## src/rtl/crank_wheel_sim.sv

```systemverilog
`default_nettype none
// ============================================================================
// Module      : crank_wheel_sim
// Description : Synthetic crank-wheel (N-M missing tooth) trigger generator.
//               Each tooth slot is 2*active clk cycles long: active cycles high
//               (HI) then active cycles low (LO). The last N_MISSING slots of
//               every revolution stay low, which forms the sync gap. A cam
//               output marks one slot in every second revolution, so a
//               decoder can tell the two halves of the 720-degree cycle apart.
// Revision    : 1.0 - initial release
// ----------------------------------------------------------------------------
// Ports
//   clk         in   single clock
//   reset       in   asynchronous active-low reset
//   enable      in   run request; a running slot always completes
//   half_period in   requested clk cycles per tooth half (PER_W bits)
//   load        in   single-cycle strobe that captures half_period
//   vrin        out  synthetic crank trigger waveform
//   tooth       out  current slot index 0..N_TEETH-1
//   rev_pulse   out  one-cycle pulse on the first HI cycle of slot 0
//   phase       out  which revolution of the 720-degree cycle is running
//   cam         out  high for the whole CAM_TOOTH slot while phase=1
//   err         out  sticky flag, set by a load with half_period < 2
// ============================================================================
module crank_wheel_sim #(
  parameter int N_TEETH   = 60,
  parameter int N_MISSING = 2,
  parameter int PER_W     = 20,
  parameter int DEF_HALF  = 400,
  parameter int CAM_TOOTH = 10
) (
  input  logic                       clk,
  input  logic                       reset,
  input  logic                       enable,
  input  logic [PER_W-1:0]           half_period,
  input  logic                       load,
  output logic                       vrin,
  output logic [$clog2(N_TEETH)-1:0] tooth,
  output logic                       rev_pulse,
  output logic                       phase,
  output logic                       cam,
  output logic                       err
);

  localparam int TW = $clog2(N_TEETH);

  localparam logic [TW-1:0]    C_LAST_TOOTH = TW'(N_TEETH - 1);
  localparam logic [TW-1:0]    C_FIRST_GAP  = TW'(N_TEETH - N_MISSING);
  localparam logic [TW-1:0]    C_CAM_TOOTH  = TW'(CAM_TOOTH);
  localparam logic [PER_W-1:0] C_DEF_HALF   = PER_W'(DEF_HALF);
  localparam logic [PER_W-1:0] C_MIN_HALF   = PER_W'(2);

  typedef enum logic [1:0] {
    ST_IDLE = 2'd0,
    ST_HI   = 2'd1,
    ST_LO   = 2'd2
  } state_t;

  // --------------------------------------------------------------------------
  // State and datapath registers
  // --------------------------------------------------------------------------
  state_t             r_state;
  logic [PER_W-1:0]   r_cnt;
  logic [TW-1:0]      r_tooth;
  logic               r_phase;
  logic [PER_W-1:0]   r_active;
  logic [PER_W-1:0]   r_pending;
  logic               r_err;
  logic               r_vrin;
  logic               r_rev;
  logic               r_cam;

  // --------------------------------------------------------------------------
  // Next-state values
  // --------------------------------------------------------------------------
  state_t             w_state_nxt;
  logic [PER_W-1:0]   w_cnt_nxt;
  logic [TW-1:0]      w_tooth_nxt;
  logic               w_phase_nxt;
  logic [PER_W-1:0]   w_active_nxt;
  logic               w_half_end;
  logic               w_vrin_nxt;
  logic               w_rev_nxt;
  logic               w_cam_nxt;
  logic               w_load_ok;
  logic               w_load_bad;

  // Last cycle of the current half (HI or LO).
  assign w_half_end = (r_cnt == (r_active - 1'b1));

  // A load is only accepted when the half-period can produce a real edge.
  assign w_load_ok  = load && (half_period >= C_MIN_HALF);
  assign w_load_bad = load && (half_period <  C_MIN_HALF);

  // --------------------------------------------------------------------------
  // Slot sequencer: next state, counter, tooth index, phase, active period.
  // active only changes when a new slot begins, so each slot is built from a
  // single half-period value.
  // --------------------------------------------------------------------------
  always_comb begin
    w_state_nxt  = r_state;
    w_cnt_nxt    = r_cnt;
    w_tooth_nxt  = r_tooth;
    w_phase_nxt  = r_phase;
    w_active_nxt = r_active;

    case (r_state)
      ST_IDLE: begin
        w_cnt_nxt = '0;
        if (enable) begin
          w_state_nxt  = ST_HI;
          w_active_nxt = r_pending;
        end
      end

      ST_HI: begin
        if (w_half_end) begin
          w_state_nxt = ST_LO;
          w_cnt_nxt   = '0;
        end else begin
          w_cnt_nxt   = r_cnt + 1'b1;
        end
      end

      ST_LO: begin
        if (w_half_end) begin
          // Slot boundary: the tooth always advances, even when stopping,
          // so a later re-enable resumes on the following slot.
          w_cnt_nxt    = '0;
          w_active_nxt = r_pending;
          w_state_nxt  = enable ? ST_HI : ST_IDLE;
          if (r_tooth == C_LAST_TOOTH) begin
            w_tooth_nxt = '0;
            w_phase_nxt = ~r_phase;
          end else begin
            w_tooth_nxt = r_tooth + 1'b1;
          end
        end else begin
          w_cnt_nxt = r_cnt + 1'b1;
        end
      end

      default: begin
        w_state_nxt = ST_IDLE;
        w_cnt_nxt   = '0;
      end
    endcase
  end

  // --------------------------------------------------------------------------
  // Output decode from next-state values, so the registered outputs line up
  // with the state they describe and no input reaches an output directly.
  // --------------------------------------------------------------------------
  always_comb begin
    w_vrin_nxt = (w_state_nxt == ST_HI) && (w_tooth_nxt < C_FIRST_GAP);
    // Entering HI from LO or IDLE on slot 0 is the first HI cycle of slot 0.
    w_rev_nxt  = (w_state_nxt == ST_HI) && (r_state != ST_HI) &&
                 (w_tooth_nxt == '0);
    w_cam_nxt  = (w_state_nxt != ST_IDLE) && (w_tooth_nxt == C_CAM_TOOTH) &&
                 w_phase_nxt;
  end

  // --------------------------------------------------------------------------
  // Sequencer and output registers
  // --------------------------------------------------------------------------
  always_ff @(posedge clk or negedge reset) begin
    if (!reset) begin
      r_state  <= ST_IDLE;
      r_cnt    <= '0;
      r_tooth  <= '0;
      r_phase  <= 1'b0;
      r_active <= C_DEF_HALF;
      r_vrin   <= 1'b0;
      r_rev    <= 1'b0;
      r_cam    <= 1'b0;
    end else begin
      r_state  <= w_state_nxt;
      r_cnt    <= w_cnt_nxt;
      r_tooth  <= w_tooth_nxt;
      r_phase  <= w_phase_nxt;
      r_active <= w_active_nxt;
      r_vrin   <= w_vrin_nxt;
      r_rev    <= w_rev_nxt;
      r_cam    <= w_cam_nxt;
    end
  end

  // --------------------------------------------------------------------------
  // Period request register and sticky error flag. When a load lands on a
  // slot boundary, active takes the old pending value on that same edge and
  // the new value waits for the next boundary.
  // --------------------------------------------------------------------------
  always_ff @(posedge clk or negedge reset) begin
    if (!reset) begin
      r_pending <= C_DEF_HALF;
      r_err     <= 1'b0;
    end else begin
      if (w_load_ok) begin
        r_pending <= half_period;
      end
      if (w_load_bad) begin
        r_err <= 1'b1;
      end
    end
  end

  assign vrin      = r_vrin;
  assign tooth     = r_tooth;
  assign rev_pulse = r_rev;
  assign phase     = r_phase;
  assign cam       = r_cam;
  assign err       = r_err;

endmodule
`default_nettype wire

```

## config.mk

```make
export PLATFORM = sky130hd
export DESIGN_NAME = crank_wheel_sim
export DESIGN_NICKNAME = d
export VERILOG_FILES = /design/src/rtl/crank_wheel_sim.sv
export SDC_FILE = /design/constraint.sdc
export NUM_CORES = 1
export LEC_CHECK = 0
export CORE_MARGIN = 2
export CORE_UTILIZATION = 59
export CTS_CLUSTER_DIAMETER = 50
export DETAILED_ROUTE_END_ITERATION = 8
export GPL_TIMING_DRIVEN = 0
export PLACE_DENSITY = 0.79
export RECOVER_POWER = 50
export SKIP_LAST_GASP = 1
export SYNTH_ARGS = -nofsm -noshare
export SYNTH_HDL_FRONTEND = slang
export SYNTH_SLANG_ARGS = --single-unit
```

## constraint.sdc

```tcl
create_clock -name clk -period 7.61 [get_ports clk]
set_input_delay 1.9025 -clock clk [delete_from_list [all_inputs] [get_ports clk]]
set_output_delay 1.9025 -clock clk [all_outputs]
set_load 0.05 [all_outputs]
```

* Yosys cells after proc, flatten, opt, wreduce, memory -nomap -nowiden
Index checks and enable logic that the tools add are counted.
Operators by class: add/subtract/negate cells 3, magnitude comparators 3, eq/ne operators 9, mux-type cells 16, bitwise operators 1, reduce and logical (&&, ||, !) cells 13
Operators with widths (count):
- $mux W20 | 4
- $pmux W20 S2 | 1
- $add A20 B1 Y20 const B | 1
- $eq A20 B20 Y1 | 1
- $ge A20 B2 Y1 const B | 1
- $lt A20 B2 Y1 const B | 1
- $sub A20 B1 Y20 const B | 1
- $mux W6 | 3
- $logic_and A1 B1 Y1 | 7
- $add A6 B1 Y6 const B | 1
- $eq A6 B4 Y1 const B | 1
- $eq A6 B6 Y1 const B | 1
- $logic_not A6 Y1 | 1
- $lt A6 B6 Y1 const B | 1
- $mux W2 | 3
- $pmux W2 S3 | 1
- $eq A2 B1 Y1 const B | 2
- $mux W1 | 4
- $ne A2 B2 Y1 const B | 2
- $reduce_bool A2 Y1 | 2
- $reduce_and A3 Y1 | 1
- $eq A2 B2 Y1 const B | 1
- $logic_not A2 Y1 | 1
- $ne A2 B1 Y1 const B | 1
- 2 further kinds | 2
Storage, ports and cells: bits in registers 73, bits of input ports 24, output and inout port bits 11, word-level logic and storage cells 55

* Depth between registers and ports, before layout
Gate-level depths: netlist (run 1).
depth after elaboration 7, depth in mapped cells 13, gate-level depth less buffers 11

* Least setup slack after synthesis (run 1)
OpenSTA, ideal clock, no wires.
path type register -> register, from register r_active[0], to register r_cam, in the netlist cam, library setup time 0.080 ns, arrival time 3.459 ns, data required time 7.530 ns, setup slack 4.071 ns, stages on the path, launching flop included 13, path buffers 1, period minus slack after synthesis 3.539 ns, cells stage by stage dfrtp_1 > inv_1 > ha_1 > or3b_2 > or4_1 > o32a_1 > a211oi_2 > nand4_2 > or2_1 > buf_2 > mux2_4 > or4b_4 > nor3_2
On the way: word-level cells in the longest chain between the ends 7, elaborated cells on any way between the ends 13, those cells by class add/sub: 1; eq/ne: 2; mux: 7; reduce/logical: 3
Ends and longest elaborated chain:
- start: declaration | RTL line 66 | logic [PER_W-1:0] r_active;
- start signal: assignment | RTL line 181 | r_active <= w_active_nxt;
- $sub A20 B1 Y20 | RTL line 89 | assign w_half_end = (r_cnt == (r_active - 1'b1));
- $eq A20 B20 Y1 | RTL line 89
- $mux W6 | RTL line 126 | if (w_half_end) begin
- $mux W6 | RTL line 107 | case (r_state)
- net w_tooth_nxt[0] | RTL line 78 | logic [TW-1:0] w_tooth_nxt;
- $eq A6 B4 Y1 | RTL line 159 | w_cam_nxt = (w_state_nxt != ST_IDLE) && (w_tooth_nxt == C_CAM_TOOTH) &&
- $logic_and A1 B1 Y1 (2 in a row) | RTL line 159
- net w_cam_nxt | RTL line 84 | logic w_cam_nxt;
- end signal: assignment | RTL line 184 | r_cam <= w_cam_nxt;
- end: declaration | RTL line 71 | logic r_cam;
The timed path passes the listed nets, and every way through them passes these cells. A chain may end at the register's enable or synchronous reset.

==> metrics.yaml, run 1 <==
min_path:
  min_path_cells: 1
  hp-class: "flip-flop to flip-flop"
  whs_endpoint: "err"
  hold_path.startpoint: "err"
cells_and_area:
  final_layout_size_suffix_gt1_share_pct: 16.2
  diodes: 0
  fill_cells: 511
  layout_common_cells: "dfrtp_1 (67), nor2_1 (42), mux2_2 (39)"
  mostFrequentLayoutCell: "dfrtp_1"
  final_nets: 464
  syn2layout_area_growth_pct: 15.5
route:
  dr.pass1.iters: 5
  viasPerCell: 6.05
  postRouteAntennaNets: 0
  vias: 3135
  wire_per_inst_um: 16.7
  drc: 0
  drt_iter0_markers: 230
  routed_wl_mm: 8.66
sta:
  timing.hold.ws_ps: 468
  min_period_over_period_pct: 65.3
  setup-tns-final_ps: 0
  tightestPinTransition_ps: 3780
  final_max_slew_viol_count: 74
  rsz0062_at_grt: "no"
  fin_crit_ps: 4970
  final-setup-viol-count: 0
  finalHoldViolations: 0
  fmax_mhz: 201
  skew_ps: 8.32
  slew_headroom_pct: -152
die:
  die_area_um2: 7490
  ios: 35
  start_util_pct: 60.1
  core_um2: 6680
  die_x_um: 86.5
  chipHeight_um: 86.5
  num_rows: 30
setup_path:
  cp_data_arrival_time_ps: 4560
  cp_top_family: "buffers and inverters"
  r2r_end: "rev_pulse"
  r2r_slack_ps: 3420
  rr_worst_depth: 12
  critPathRequiredTime_ps: 7210
  cp-end-kind: "async pin"
  critPathLaunchType: "input pin"
  critPathSlowestCell: "clkbuf_1"
  crit_buf_inv: 1
  crit_type: "input pin to async pin"
  crit_chain: "clkbuf_1"
  reg2reg_from: "r_active[0]"
  cpPeakStageDelay_ps: 2620
  crit_fanout: 73
clock_network:
  clkLatencyLatePin_ps: 360
  cts_resized: 0
  post-cts-setup-buffers: 0
  clkSlewWorstSetupHoldPaths_ps: 70
  cts_sinks: 73
  hold_buffers: 0
  clk_path_buf_depth: 2
  numCtsBuffers: 9
  cts_tree: "done"
  h-tree-depth: 3
  cts_root_buf: "clkbuf_8"
run_status:
  status: "finished, violations left"
  violations: "capacitance limit, slew limit"
power_and_ir_drop:
  p_sw_uw: 486
  leakage_nw: 1.91
  power_density_nw_per_um2: 287
  clockPowerShare_pct: 22.8
  ir_drop_uv: 209
  netSwitchingFraction_pct: 36.5
  p_comb_share_pct: 33.9
  p_int_uw: 847
  p_seq_share_pct: 43.3
synthesis:
  synth_edf_count: 0
  synthesis.area_um2: 4020
  synth_ff_type: "dfrtp_1"
  syn-num-nets: 419
  synthMuxAreaShare_pct: 11.6
  syn_area_per_cell_um2: 10.4
  async_reset_ff_share_pct: 100
  synthSimpleGateAreaFrac_pct: 20.2
  synth_compound_area_share_pct: 9.18
  synth-xor-area-share_pct: 8.62
  synthAdderAreaFrac_pct: 2.18
  netlist_instances: 388
  synth_top_family_by_area: "simple AND/OR/NAND/NOR gates"
  yosysUniqueCellTypes: 61
  synth_warnings: 0
  ys_seq_elements: 73
  synth_seq_area_share_pct: 45.6
grt:
  first_global_vias: 2963
  grt_max_degree: 74
  antenna_found_initial: 0
  grt.overflow.total: 0
  grt_pass1_wl_mm: 14.2
  grt_usage_pct: 24.8
place:
  gp_congestion: 0.924
  port_buffers: 34
  place_hpwl_mm: 6.19
job:
  max_cap_violations: 1
## layer usage
metal  track usage [%]  vias up  routed length (um)
met5                 0        -                   0
met2              38.5      106                4140
met3              4.86       24                 351
met4              10.8        0                 200
li1                  -     1501                   -
met1              34.2     1504                3970
## stage by stage
stage	std cells	setup slack [ps]	power [mW]	util [%]	instance area, um^2
final	518	2640	1.33	69.5	4640
after global routing	518	1730	1.41	69.5	4640
after CTS	518	3580	1.34	69.6	4650
after detailed placement	502	3260	1.03	66.7	4460
after global placement	502	2250	1.01	66.7	4460
after floorplan	388	4070	0.900	-	4020
## power groups by stage
stage / registers, mW / clock network [mW] / logic [mW]
4_1_cts: 0.575 / 0.310 / 0.454
2_1_floorplan: 0.567 / 0 / 0.332
5_1_grt: 0.591 / 0.324 / 0.496
6_report: 0.577 / 0.304 / 0.451
3_5_place_dp: 0.582 / 0 / 0.449
3_3_place_gp: 0.575 / 0 / 0.431
## kinds of logic after synthesis
group / count (synthesis)
simple gates: 152
buf+inv: 27
compound gates: 50
fa+ha+maj: 7
flops: 73
mux: 41
xor+xnor: 38
## final cells by class
class	count	area, um^2	area share (%)
Buffer	18	70.1	1.51
Clock buffer	11	141	3.05
Clock inverter	5	55.1	1.19
Inverter	9	33.8	0.728
Multi-Input combinational cell	288	2070	44.7
Sequential cell	73	1830	39.5
Tap cell	80	100	2.16
Timing Repair Buffer	34	334	7.19
## cell usage after synthesis (3+ instances only)
library cell   n  share of area [%]
xor2_1        24                5.2
o31ai_1        6                1.1
o21ai_0        8                1.0
nand2_1       25                2.3
nor2_1        42                3.9
nand3b_1       5               0.93
dfstp_2        6                3.9
clkbuf_1      15                1.4
nand3_1       11                1.4
nand4_1        9                1.4
a211oi_1       3               0.56
and3_1         6               0.93
inv_1          9               0.84
dfrtp_1       67                 42
mux2_2        39                 11
xnor2_1       13                2.8
ha_1           7                2.2
a21oi_1        6               0.75
nor3_1         9                1.1
o2111ai_1      3               0.65
a21boi_0       3               0.56
nor4_1        10                1.6
nand2b_1      11                1.7
or4_1          6                1.1
## flip-flops by register name, indices dropped and copies added, names as in the netlist
name / cells
r_active: 20
r_cnt: 20
r_pending: 20
tooth: 6
r_state: 2
cam: 1
err: 1
phase: 1
rev_pulse: 1
vrin: 1
## how the worst max path moves through the flow
stage	from	endpoint	slack [ps]	cells after the start
finish	reset	rev_pulse	2640	1
global placement	reset	cam	2250	1
floorplan	r_active[0]	cam	4070	12
CTS	r_active[0]	rev_pulse	3580	12
global route	reset	r_cnt[17]	1730	1
detailed placement	half_period[5]	r_pending[2]	3260	7
(Power assumes the default switching activity.)
==> inputs of run 2 (changes only) <==
--- a/config.mk
+++ b/config.mk
@@ -6,11 +6,11 @@
 export NUM_CORES = 1
 export LEC_CHECK = 0
 export CORE_MARGIN = 2
-export CORE_UTILIZATION = 59
+export CORE_UTILIZATION = 52
 export CTS_CLUSTER_DIAMETER = 50
 export DETAILED_ROUTE_END_ITERATION = 8
 export GPL_TIMING_DRIVEN = 0
-export PLACE_DENSITY = 0.79
+export PLACE_DENSITY = 0.74
 export RECOVER_POWER = 50
 export SKIP_LAST_GASP = 1
 export SYNTH_ARGS = -nofsm -noshare
==> constraint.sdc (replaced) <==
create_clock -name clk -period 4.1 [get_ports clk]
set_input_delay 1.025 -clock clk [delete_from_list [all_inputs] [get_ports clk]]
set_output_delay 1.025 -clock clk [all_outputs]
set_load 0.05 [all_outputs]
==> metrics.yaml, run 2 (synthesis results as in run 1) <==
run_status:
  status: "finished, violations left"  # unchanged
  violations: "capacitance limit, slew limit"  # unchanged
setup_path:
  reg2reg_from: "r_active[0]"  # unchanged
  cp_top_family: "simple AND/OR/NAND/NOR gates"  # was buffers and inverters
  cpPeakStageDelay_ps: 510  # was 2620 ps
  r2r_slack_ps: 180  # was 3420 ps
  crit_buf_inv: 2  # was 1
  critPathRequiredTime_ps: 4370  # was 7210 ps
  cp-end-kind: "flip-flop"  # was async pin
  rr_worst_depth: 12  # unchanged
  cp_data_arrival_time_ps: 4190  # was 4560 ps
  r2r_end: "cam"  # was rev_pulse
  crit_chain: "inv_1 > ha_1 > or3b_2 > or4_1 > o32a_1 > a211oi_2 > nand4_2 > or2_1 > buf_2 > mux2_4 > or4b_4 > nor3_2"  # was clkbuf_1
  critPathLaunchType: "flip-flop"  # was input pin
  crit_fanout: 9  # was 73
  crit_type: "flip-flop to flip-flop"  # was input pin to async pin
  critPathSlowestCell: "or4b_4"  # was clkbuf_1
sta:
  final_max_slew_viol_count: 74  # unchanged
  skew_ps: 9.41  # was 8.32 ps
  min_period_over_period_pct: 95.5
  final-setup-viol-count: 0  # unchanged
  finalHoldViolations: 0  # unchanged
  rsz0062_at_grt: "no"  # unchanged
  fmax_mhz: 255
  tightestPinTransition_ps: 1760  # was 3780 ps
  slew_headroom_pct: -17.6  # was -152%
  fin_crit_ps: 3920
die:
  start_util_pct: 52.8  # was 60.1%
  core_um2: 7610  # was 6680 um^2
  chipHeight_um: 91.9  # was 86.5 um
  ios: 35  # unchanged
  die_x_um: 91.9  # was 86.5 um
  die_area_um2: 8450  # was 7490 um^2
  num_rows: 32  # was 30
place:
  port_buffers: 34  # unchanged
  postPlaceCellArea_um2: 4510  # was 4460 um^2
  gp_congestion: 0.887  # was 0.924
  numPlacedInstances: 525  # was 502
  place_hpwl_mm: 5.86  # was 6.19 mm
clock_network:
  h-tree-depth: 3  # unchanged
  post-cts-setup-buffers: 0  # unchanged
  cts_root_buf: "clkbuf_8"  # unchanged
  cts_sinks: 73  # unchanged
  clkSlewWorstSetupHoldPaths_ps: 80  # was 70 ps
  cts_tree: "done"  # unchanged
  clkLatencyLatePin_ps: 350  # was 360 ps
  clk_path_buf_depth: 2  # unchanged
  numCtsBuffers: 9  # unchanged
min_path:
  hp-class: "flip-flop to flip-flop"  # unchanged
  hold_path.startpoint: "r_pending[8]"  # was err
  min_path_cells: 2  # was 1
  whs_endpoint: "r_pending[8]"  # was err
grt:
  grt_usage_pct: 20.6  # was 24.8%
  grt_max_degree: 74  # unchanged
  grt_pass1_wl_mm: 13.9  # was 14.2 mm
  antenna_found_initial: 0  # unchanged
  grt.overflow.total: 0  # unchanged
  first_global_vias: 2976  # was 2963
route:
  viasPerCell: 5.66  # was 6.05
  routed_wl_mm: 8.08  # was 8.66 mm
  drc: 0  # unchanged
  wire_per_inst_um: 14.9  # was 16.7 um
  drt_iter0_markers: 119  # was 230
  vias: 3063  # was 3135
  dr.pass1.iters: 4  # was 5
  postRouteAntennaNets: 0  # unchanged
cells_and_area:
  final_nets: 465  # was 464
  mostFrequentLayoutCell: "dfrtp_1"  # unchanged
  top_regs: "r_active (20), r_cnt (20), r_pending (20)"  # unchanged
  stdcell_count: 541  # was 518
  diodes: 0  # unchanged
  layout_common_cells: "dfrtp_1 (67), nor2_1 (42), mux2_2 (39)"  # unchanged
  fin_area_um2: 4730  # was 4640 um^2
  syn2layout_area_growth_pct: 17.7  # was 15.5%
  final_layout_size_suffix_gt1_share_pct: 17.3  # was 16.2%
job:
  max_cap_violations: 1  # unchanged
power_and_ir_drop:
  ir_drop_uv: 243  # was 209 uV
  power_density_nw_per_um2: 537  # was 287 nW/um^2
  leakage_nw: 1.95  # was 1.91 nW
==> run 2: worst max-delay path by stage <==
| stage | start | to | slack (ps) | cells past startpoint |
|---|---|---|---|---|
| finish | r_active[0] | cam | 180 | 12 |
| floorplan | r_active[0] | cam | 560 | 12 |
| global placement | reset | r_pending[13] | -480 | 1 |
| detailed placement | r_active[0] | cam | 130 | 12 |
| CTS | r_active[0] | cam | 100 | 12 |
| global route | r_active[0] | cam | 30 | 13 |
==> run 2: area by class of cell <==
| cell class | instances | area (um^2) |
|---|---|---|
| plain buffers | 18 | 70.1 |
| clock buffers | 12 | 155 |
| clock inverters | 4 | 75.1 |
| fillers | 647 | 2880 |
| inverters | 9 | 33.8 |
| multi-input cells | 288 | 2090 |
| flip-flops and latches | 73 | 1830 |
| well taps | 102 | 128 |
| repair buffers | 35 | 343 |
==> run 2: repair_timing <==
action / in CTS / in global routing
endpoints found under the setup margin: 0 / 4
endpoints found under the hold margin: 0 / 0
hold buffers: 0 / 0
resized for setup: 0 / 2
==> run 2: metrics by stage <==
stage	TNS, ps	setup WS (ps)	hold slack [ps]	power (mW)	util (%)
2_1_floorplan	0	561	438	1.67	-
3_3_place_gp	-31470	-475	446	1.86	59.0
3_5_place_dp	0	134	450	1.91	59.3
4_1_cts	0	97.8	462	2.56	62.3
5_1_grt	0	26.6	488	2.71	62.2
6_report	0	183	461	2.54	62.2
==> run 2: metal layers <==
layer  vias up  track usage [%]  wire length (um)
met5         -                0                 0
met4         0             8.21               113
met3        11             4.35               282
met2        59             34.8              4090
met1      1489             25.9              3590
li1       1504                -                 -
==> run 2: where the power goes <==
part / switching, mW / leakage (nW) / internal (mW)
registers: 0.187 / 0.917 / 0.881
logic: 0.431 / 0.929 / 0.400
clock network: 0.266 / 0.109 / 0.376
total: 0.884 / 1.95 / 1.66
==> run 2: worst reg2reg max path, delay by kind of cell (launching register included) <==
family	cells	cell delay, ps
AND/OR/NAND/NOR	6	2200
flip-flops	1	450
AO/OA/AOI/OAI	2	420
multiplexers	1	310
buffers and inverters	2	240
adder cells (fa/ha/maj)	1	240
